$ cat config.mk
export PLATFORM = sky130hd
export DESIGN_NAME = shift_ctrl
export DESIGN_NICKNAME = d
export VERILOG_FILES = /design/src/rtl/shift_ctrl_pkg.sv /design/src/rtl/shift_ctrl_shifter.sv /design/src/rtl/shift_ctrl.sv
export SDC_FILE = /design/constraint.sdc
export NUM_CORES = 1
export LEC_CHECK = 0
export CORE_UTILIZATION = 45
export CTS_BUF_LIST = sky130_fd_sc_hd__clkbuf_8
export DETAILED_ROUTE_END_ITERATION = 10
export GPL_TIMING_DRIVEN = 0
export HOLD_SLACK_MARGIN = 0.1
export PLACE_DENSITY = 0.74
export SYNTH_ARGS = -nofsm -noshare
export SYNTH_HDL_FRONTEND = slang
export SYNTH_SLANG_ARGS = --single-unit
$ cat constraint.sdc
create_clock -name clk -period 3.1 [get_ports clk]
set_input_delay 0.775 -clock clk [delete_from_list [all_inputs] [get_ports clk]]
set_output_delay 0.775 -clock clk [all_outputs]
set_load 0.005 [all_outputs]
$ cat src/rtl/shift_ctrl_pkg.sv
// Shared constants and types for the shift_ctrl sequencer.
// Holds the datapath widths, the opcode encoding and the FSM state encoding.
package shift_ctrl_pkg;

  localparam int W     = 16;
  localparam int AMT_W = 4;

  typedef logic [W-1:0]     data_t;
  typedef logic [AMT_W-1:0] amt_t;

  typedef enum logic [1:0] {
    OP_SLL  = 2'b00,
    OP_SRA  = 2'b01,
    OP_ROR  = 2'b10,
    OP_RSVD = 2'b11
  } op_e;

  typedef enum logic [1:0] {
    IDLE  = 2'b00,
    PASS1 = 2'b01,
    PASS2 = 2'b10,
    RESP  = 2'b11
  } state_e;

endpackage

$ cat src/rtl/shift_ctrl_shifter.sv
// Shifter: the shared 16-bit barrel shifter datapath.
// Mode 0 shifts left logically, Mode 1 shifts right arithmetically.
module Shifter
  import shift_ctrl_pkg::*;
(
  output logic [W-1:0]     Shift_Out,
  input  logic [W-1:0]     Shift_In,
  input  logic [AMT_W-1:0] Shift_Val,
  input  logic             Mode
);

  // Purely combinational shift; sign bit is replicated on right shifts.
  always_comb begin
    if (Mode) begin
      Shift_Out = W'($signed(Shift_In) >>> Shift_Val);
    end else begin
      Shift_Out = Shift_In << Shift_Val;
    end
  end

endmodule

$ cat src/rtl/shift_ctrl.sv
// shift_ctrl: round-robin sequencer that shares one barrel shifter between
// two requesters and returns a registered result over a valid/ready channel.
// Optional feature macro SHIFT_CTRL_ROR_EN: when defined, op ROR is built from
// a left-shift pass plus a masked arithmetic right-shift pass. When undefined,
// the second pass and its holding register are absent and ROR behaves like the
// reserved opcode (pass-through).
module shift_ctrl
  import shift_ctrl_pkg::*;
(
  input  logic             clk,
  input  logic             rst_n,
  input  logic             req0_valid,
  output logic             req0_ready,
  input  logic [W-1:0]     req0_data,
  input  logic [AMT_W-1:0] req0_amt,
  input  logic [1:0]       req0_op,
  input  logic             req1_valid,
  output logic             req1_ready,
  input  logic [W-1:0]     req1_data,
  input  logic [AMT_W-1:0] req1_amt,
  input  logic [1:0]       req1_op,
  output logic             rsp_valid,
  input  logic             rsp_ready,
  output logic             rsp_id,
  output logic [W-1:0]     rsp_data,
  output logic             busy
);

  localparam amt_t AMT_ZERO = '0;

  state_e state_q, state_d;
  logic   last_grant_q, last_grant_d;
  data_t  data_q, data_d;
  amt_t   amt_q, amt_d;
  op_e    op_q, op_d;
  logic   id_q, id_d;
  logic   rsp_valid_q, rsp_valid_d;
  data_t  rsp_data_q, rsp_data_d;
`ifdef SHIFT_CTRL_ROR_EN
  data_t  tmp_q, tmp_d;
`endif

  logic   grant;
  amt_t   shift_val;
  logic   shift_mode;
  data_t  shift_out;

  Shifter u_shifter (
    .Shift_Out (shift_out),
    .Shift_In  (data_q),
    .Shift_Val (shift_val),
    .Mode      (shift_mode)
  );

  // Next-state, arbitration, shifter drive and result capture decisions.
  always_comb begin
    state_d      = state_q;
    last_grant_d = last_grant_q;
    data_d       = data_q;
    amt_d        = amt_q;
    op_d         = op_q;
    id_d         = id_q;
    rsp_valid_d  = rsp_valid_q;
    rsp_data_d   = rsp_data_q;
`ifdef SHIFT_CTRL_ROR_EN
    tmp_d        = tmp_q;
`endif
    grant        = 1'b0;
    req0_ready   = 1'b0;
    req1_ready   = 1'b0;
    shift_val    = AMT_ZERO;
    shift_mode   = 1'b0;

    case (state_q)
      IDLE: begin
        if (rst_n && (req0_valid || req1_valid)) begin
          if (req0_valid && req1_valid) begin
            grant = ~last_grant_q;
          end else begin
            grant = req1_valid;
          end
          if (grant) begin
            req1_ready = 1'b1;
            data_d     = req1_data;
            amt_d      = req1_amt;
            op_d       = op_e'(req1_op);
          end else begin
            req0_ready = 1'b1;
            data_d     = req0_data;
            amt_d      = req0_amt;
            op_d       = op_e'(req0_op);
          end
          id_d         = grant;
          last_grant_d = grant;
          state_d      = PASS1;
        end
      end

      PASS1: begin
        if (op_q == OP_SLL || op_q == OP_SRA) begin
          shift_val  = amt_q;
          shift_mode = (op_q == OP_SRA);
        end
`ifdef SHIFT_CTRL_ROR_EN
        if (op_q == OP_ROR) begin
          shift_val  = AMT_ZERO - amt_q;
          shift_mode = 1'b0;
          tmp_d      = shift_out;
          state_d    = PASS2;
        end else begin
          rsp_data_d  = shift_out;
          rsp_valid_d = 1'b1;
          state_d     = RESP;
        end
`else
        rsp_data_d  = shift_out;
        rsp_valid_d = 1'b1;
        state_d     = RESP;
`endif
      end

`ifdef SHIFT_CTRL_ROR_EN
      PASS2: begin
        shift_val   = amt_q;
        shift_mode  = 1'b1;
        rsp_data_d  = (shift_out & ({W{1'b1}} >> amt_q)) | tmp_q;
        rsp_valid_d = 1'b1;
        state_d     = RESP;
      end
`endif

      RESP: begin
        if (rsp_ready) begin
          rsp_valid_d = 1'b0;
          state_d     = IDLE;
        end
      end

      default: begin
        state_d = IDLE;
      end
    endcase
  end

  // State and datapath registers; synchronous reset discards any in-flight work.
  always_ff @(posedge clk) begin
    if (!rst_n) begin
      state_q      <= IDLE;
      last_grant_q <= 1'b1;
      data_q       <= '0;
      amt_q        <= '0;
      op_q         <= OP_SLL;
      id_q         <= 1'b0;
      rsp_valid_q  <= 1'b0;
      rsp_data_q   <= '0;
`ifdef SHIFT_CTRL_ROR_EN
      tmp_q        <= '0;
`endif
    end else begin
      state_q      <= state_d;
      last_grant_q <= last_grant_d;
      data_q       <= data_d;
      amt_q        <= amt_d;
      op_q         <= op_d;
      id_q         <= id_d;
      rsp_valid_q  <= rsp_valid_d;
      rsp_data_q   <= rsp_data_d;
`ifdef SHIFT_CTRL_ROR_EN
      tmp_q        <= tmp_d;
`endif
    end
  end

  assign rsp_valid = rsp_valid_q;
  assign rsp_data  = rsp_data_q;
  assign rsp_id    = id_q;
  assign busy      = (state_q != IDLE);

endmodule

==> results.json, run 1 <==
{
  "outcome": "complete, no violations",
  "fin_crit_sh_pct": 97.14,
  "r2r_setup_slack_ns": 0.11,
  "htreeDepth": 2,
  "final_cell_area_mm2": 0.004443,
  "max_freq_mhz": 332.1,
  "rsz0062_at_grt": "no",
  "grt_pass1_vias": 4220,
  "synth_cell_types": 69,
  "synthAdderAreaFrac_pct": 0,
  "cp_max_fo": 10,
  "synth_seq_cells": 43,
  "cts_tree": "yes",
  "synth-edff-count": 0,
  "leakage_nw": 1.489,
  "path_class": "reg -> out",
  "whs_endpoint": "rsp_data[7]",
  "synth.net_count": 509,
  "maxCapViolCount": 0,
  "finalNonFillerCells": 638,
  "portBuffers": 68,
  "vias": 4614,
  "p_total_mw": 1.705,
  "firstDrtPassIters": 7,
  "yosys.area_share.simple_pct": 22.13,
  "pwr_density_cell_mw_per_mm2": 383.6,
  "ys.flop_type": "dfxtp_1",
  "slowest_stage": "clkdlybuf4s50_1",
  "crit_path_cell_trace": "clkbuf_1 -> nor2_1 -> o211ai_1 -> nor2_2 -> clkbuf_8 -> clkdlybuf4s50_1",
  "critPathMaxStageDelay_ns": 0.50,
  "wl_um": 16260,
  "grt_use_total_pct": 41.72,
  "clk_latency_ns": 0.31,
  "crit_arrival_ns": 2.24,
  "grt_pass1_wl_um": 24460,
  "peakVddDrop_mv": 0.2142,
  "wire_per_inst_um": 25.48,
  "min_path_type": "reg -> reg",
  "tightest_slew_ns": 0.8915,
  "synth.mux.area_fraction_pct": 7.171,
  "startpoint_type": "flop",
  "worst_slack_ns": 0.08852,
  "maxSlewViolCount": 0,
  "r2r-end": "rsp_data[1]",
  "cts.sinks": 43,
  "num_rows": 31,
  "fillers": 670,
  "setup_viol": 0,
  "dieArea_mm2": 0.008031,
  "cts_buffers": 5,
  "clkSlewWorstSetupHoldPaths_ns": 0.10,
  "netlist_instances": 460,
  "drc": 0,
  "root_buffer": "clkbuf_8",
  "cp_top_family": "buffers and inverters",
  "holdPathStages": 2,
  "syn_area_per_cell_um2": 7.510,
  "synth_xor_xnor_area_share_pct": 0,
  "chipHeight_um": 89.62,
  "clockBufferDepth": 2,
  "hold_viol_final": 0,
  "coreArea_mm2": 0.007331,
  "slew_headroom_pct": 40.42,
  "place_inst": 627,
  "drt_iter0_markers": 691,
  "hpwl_um": 11760,
  "die_w_um": 89.62,
  "ios": 70,
  "nets": 587,
  "antenna_found_initial": 0,
  "ys_async_sr_fraction_pct": 0,
  "yosysSeqAreaShare_pct": 24.92,
  "yosysWarnings": 0,
  "grt_start_max_net_pins": 15,
  "cp_num_buf_inv": 3,
  "period_minus_slack_ns": 3.011,
  "cp_data_required_time_ns": 2.32,
  "synth_compound_area_share_pct": 38.32,
  "reg2regPathDepth": 7,
  "place_congestion": 1.024,
  "antenna_left": 0,
  "drive_gt1_share_pct": 6.679,
  "syn2layout_area_growth_pct": 28.61,
  "finalClockSkew_ns": 0.01312,
  "cts-hold-fix-buffers": 0,
  "grt.overflow.total": 0,
  "reg2reg_from": "state_q[1]",
  "antenna_cells": 0,
  "worst_hold_startpoint": "rsp_data[7]",
  "post-place-ws_ns": -0.6619,
  "start_util_pct": 47.12,
  "dpl-instance-area_mm2": 0.004259,
  "vias_per_cell": 7.232,
  "crit_path_end_kind": "output pin",
  "synth_top_family_by_area": "compound AO/OA/AOI/OAI gates",
  "syn_area_mm2": 0.003455
}
[cell usage after synthesis, types with 7 or more instances]
master,number,share of area [%]
buf_2,7,1.0
a211oi_1,27,5.9
a31oi_1,8,1.4
a2bb2oi_1,7,1.8
nand2_1,34,3.7
clkbuf_1,43,4.7
nor2b_1,7,1.3
a222oi_1,22,6.4
o21ai_0,19,2.8
dfxtp_1,43,25
mux2i_1,18,5.2
o22ai_1,9,1.6
nor2_1,43,4.7
nor3_1,21,3.0
a21oi_1,27,3.9
[layer usage]
layer	vias to the layer above	share of wire, %	GRT usage [%]
li1	1966	-	-
met1	2164	39	55.43
met2	398	43	63.98
met3	86	13	10.97
met4	0	4.4	17.17
met5	-	0	0
[power breakdown]
group          leakage, nW  internal (mW)  switching, mW
sequential           0.351          0.590         0.0347
combinational         1.08          0.236          0.340
clock               0.0618          0.266          0.239
[layout make-up]
cell class	count	area, um^2	area share [%]
Inverter	7	26.28	0.5914
Sequential cell	43	860.8	19.37
Tap cell	99	123.9	2.788
Clock inverter	2	38.79	0.8730
Clock buffer	6	82.58	1.859
Buffer	57	247.7	5.576
Timing Repair Buffer	72	714.4	16.08
Multi-Input combinational cell	352	2349	52.86
[stage by stage]
| stage | TNS, ns | util [%] | hold WS, ns |
|---|---|---|---|
| CTS | 0 | 60.42 | 0.4950 |
| global route | 0 | 60.61 | 0.5112 |
| finish | 0 | 60.61 | 0.4901 |
| global placement | -1.028 | 58.10 | 0.4486 |
| floorplan | 0 | - | 0.4363 |
| detailed placement | -1.249 | 58.10 | 0.4723 |
[flip-flops by register name (all words and copies together), names as in the netlist]
register / count
rsp_valid: 1
state_q: 2
last_grant_q: 1
amt_q: 4
data_q: 16
rsp_data: 16
rsp_id: 1
op_q: 2
[cells in the final DEF, fill, tap and decap left out, drive strengths merged, types with 8 or more instances in the layout]
master	netlist	layout
a31oi	8	8
o21ai	23	23
clkbuf	44	49
clkdlybuf4s50	0	65
a21oi	28	28
a222oi	22	22
nor2	43	43
nor3	21	21
dfxtp	43	43
a211oi	27	27
buf	14	18
o22ai	9	9
nand2	34	34
mux2i	18	18
inv	7	8
[worst min-delay path, cell delays in order (launching register included)]
cell,delay (ns)
dfxtp_1,0.34
nand2_1,0.05
o211ai_1,0.07
[repair_timing]
action | CTS | global route
setup buffers | 3 | 1
pin swaps | 2 | 2
endpoints found under the setup margin | 2 | 2
endpoints found under the hold margin | 0 | 0
gates resized for setup | 11 | 3
[cells by family after synthesis]
logic type      Yosys count
compound gates          180
simple gates            149
buf+inv                  65
flops                    43
mux                      23
[worst max path at each step]
stage / depth (start not counted) / end / start / slack [ns]
floorplan: 4 / req0_ready / rst_n / 0.57
CTS: 5 / req0_ready / req0_valid / 0.02
global route: 6 / req0_ready / state_q[1] / 0.02
detailed placement: 5 / req0_ready / req1_valid / -0.66
global placement: 5 / req0_ready / req1_valid / -0.55
finish: 6 / req0_ready / state_q[1] / 0.09
Power figures use the tool's default switching activity.
==> run 2: changes to the inputs <==
- CORE_UTILIZATION: 45 -> 37
- PLACE_DENSITY: 0.74 -> 0.64
==> run 2 against run 1 <==
Against the previous run: core utilization down 11 points; first-iteration DRC count down 18%; clock power down 26%; sequential cell count unchanged; critical path depth down 1; sequential power about the same; worst setup slack better by 0.088 ns; worst hold slack better by 0.0020 ns; wire length up 1.2%; critical endpoint unchanged.
==> results.json, run 2 (synthesized netlist as in run 1, its figures left out) <==
{
  "ios": 70,
  "finalClockSkew_ns": 0.01724,
  "final_cell_area_mm2": 0.004428,
  "fillers": 907,
  "clockBufferDepth": 2,
  "clkSlewWorstSetupHoldPaths_ns": 0.10,
  "grt_pass1_vias": 4290,
  "die_w_um": 98.63,
  "pwr_density_cell_mw_per_mm2": 354.6,
  "vias": 4471,
  "wl_um": 16450,
  "vias_per_cell": 6.910,
  "period_minus_slack_ns": 2.923,
  "firstDrtPassIters": 7,
  "reg2reg_from": "amt_q[0]",
  "antenna_found_initial": 0,
  "htreeDepth": 2,
  "multi_input_area_mm2": 0.002352,
  "cts-hold-fix-buffers": 0,
  "slew_headroom_pct": 46.79,
  "crit_path_cell_trace": "clkbuf_1 -> o211ai_1 -> nor2_4 -> clkbuf_8 -> clkdlybuf4s50_1",
  "min_path_type": "reg -> reg",
  "rsz0062_at_grt": "no",
  "worst_hold_startpoint": "rsp_data[7]",
  "crit_arrival_ns": 2.15,
  "cts_tree": "yes",
  "holdPathStages": 2,
  "chipHeight_um": 98.63,
  "place_congestion": 0.9714,
  "drc": 0,
  "cts.sinks": 43,
  "coreArea_mm2": 0.008891,
  "antenna_left": 0,
  "cp_max_fo": 9,
  "drive_gt1_share_pct": 6.679,
  "setup_viol": 0,
  "syn2layout_area_growth_pct": 28.18,
  "layout_commonest_cell": "clkdlybuf4s50_1",
  "r2r-end": "rsp_data[1]",
  "num_rows": 34,
  "slowest_stage": "clkdlybuf4s50_1",
  "path_class": "in -> out",
  "portBuffers": 68,
  "hpwl_um": 12400,
  "nets": 588,
  "tightest_slew_ns": 0.7982,
  "dpl-instance-area_mm2": 0.004270,
  "hold_viol_final": 0,
  "regArea_um2": 860.8,
  "reg2regPathDepth": 7,
  "grt_start_max_net_pins": 14,
  "root_buffer": "clkbuf_8",
  "cts_buffers": 5,
  "startpoint_type": "input pin",
  "dieArea_mm2": 0.009727,
  "fin_hold_ws_ns": 0.4921,
  "r2r_setup_slack_ns": 0.18,
  "antenna_cells": 0,
  "max_freq_mhz": 342.1,
  "clk_latency_ns": 0.31,
  "start_util_pct": 38.85,
  "critPathMaxStageDelay_ns": 0.50,
  "peakVddDrop_mv": 0.1793,
  "leakage_nw": 1.472,
  "outcome": "complete, no violations",
  "maxSlewViolCount": 0,
  "grt.overflow.total": 0,
  "fin_crit_sh_pct": 94.30,
  "cp_data_required_time_ns": 2.32,
  "layout_common_cells": "66 x clkdlybuf4s50_1, 43 x dfxtp_1, 42 x nor2_1",
  "whs_endpoint": "rsp_data[7]",
  "maxCapViolCount": 0,
  "crit_path_end_kind": "output pin",
  "grt_pass1_wl_um": 25270,
  "drt_iter0_markers": 568,
  "wire_per_inst_um": 25.43,
  "grt_use_total_pct": 34.52
}
run 2: through the flow:
| stage | setup slack, ns | total power, mW | TNS (ns) | cells | util, % |
|---|---|---|---|---|---|
| after CTS | 0.002729 | 1.553 | 0 | 646 | 49.61 |
| after detailed placement | -0.6556 | 1.176 | -1.192 | 636 | 48.03 |
| after floorplan | 0.5689 | 0.9354 | 0 | 460 | - |
| after global routing | 0.04569 | 1.637 | 0 | 647 | 49.80 |
| final | 0.1765 | 1.570 | 0 | 647 | 49.80 |
| after global placement | -0.5759 | 1.182 | -1.079 | 636 | 48.03 |
run 2: worst max path at each step:
stage	slack [ns]	cells after the start	end	startpoint
after floorplan	0.57	4	req0_ready	rst_n
after global placement	-0.58	5	req0_ready	req1_valid
after detailed placement	-0.66	5	req0_ready	req1_valid
after CTS	0.003	5	req0_ready	req0_valid
after global routing	0.05	6	req0_ready	state_q[1]
final	0.18	5	req0_ready	rst_n
run 2: layout make-up:
class,instances,share of cell area (%)
plain buffers,57,5.595
multi-input cells,352,53.12
clock inverters,2,0.3108
repair buffers,73,16.33
clock buffers,5,1.554
flip-flops and latches,43,19.44
well taps,108,3.052
inverters,7,0.5934
run 2: critical path, delay by kind of cell:
kind | cells | cell delay [ns]
buffers and inverters | 3 | 0.98
AOI/OAI and AO/OA | 1 | 0.24
and+or+nand+nor | 1 | 0.15
run 2: per-layer routing:
layer | up-vias | track usage [%] | part of all wire, %
li1 | 1962 | - | -
met1 | 2152 | 45.97 | 41
met2 | 303 | 53.74 | 44
met3 | 54 | 6.950 | 11
met4 | 0 | 15.96 | 4.0
met5 | - | 0 | 0
run 2: where the power goes:
group	switching (mW)	internal (mW)	total, mW
logic	0.337	0.237	0.574
clock network	0.217	0.155	0.372
registers	0.0341	0.590	0.624
total	0.589	0.982	1.57
run 2: what timing repair did:
item / 4_1_cts / 5_1_grt
endpoints found under the setup margin: 2 / 2
pin swaps: 2 / 2
resized for setup: 10 / 3
gates cloned: 0 / 0
buffers inserted: 4 / 1
==> run 3: changes to the inputs <==
- SLEW_MARGIN: default -> 30
==> results of run 3 <==
The final DEF is identical to that of run 2; final timing and power are the same.
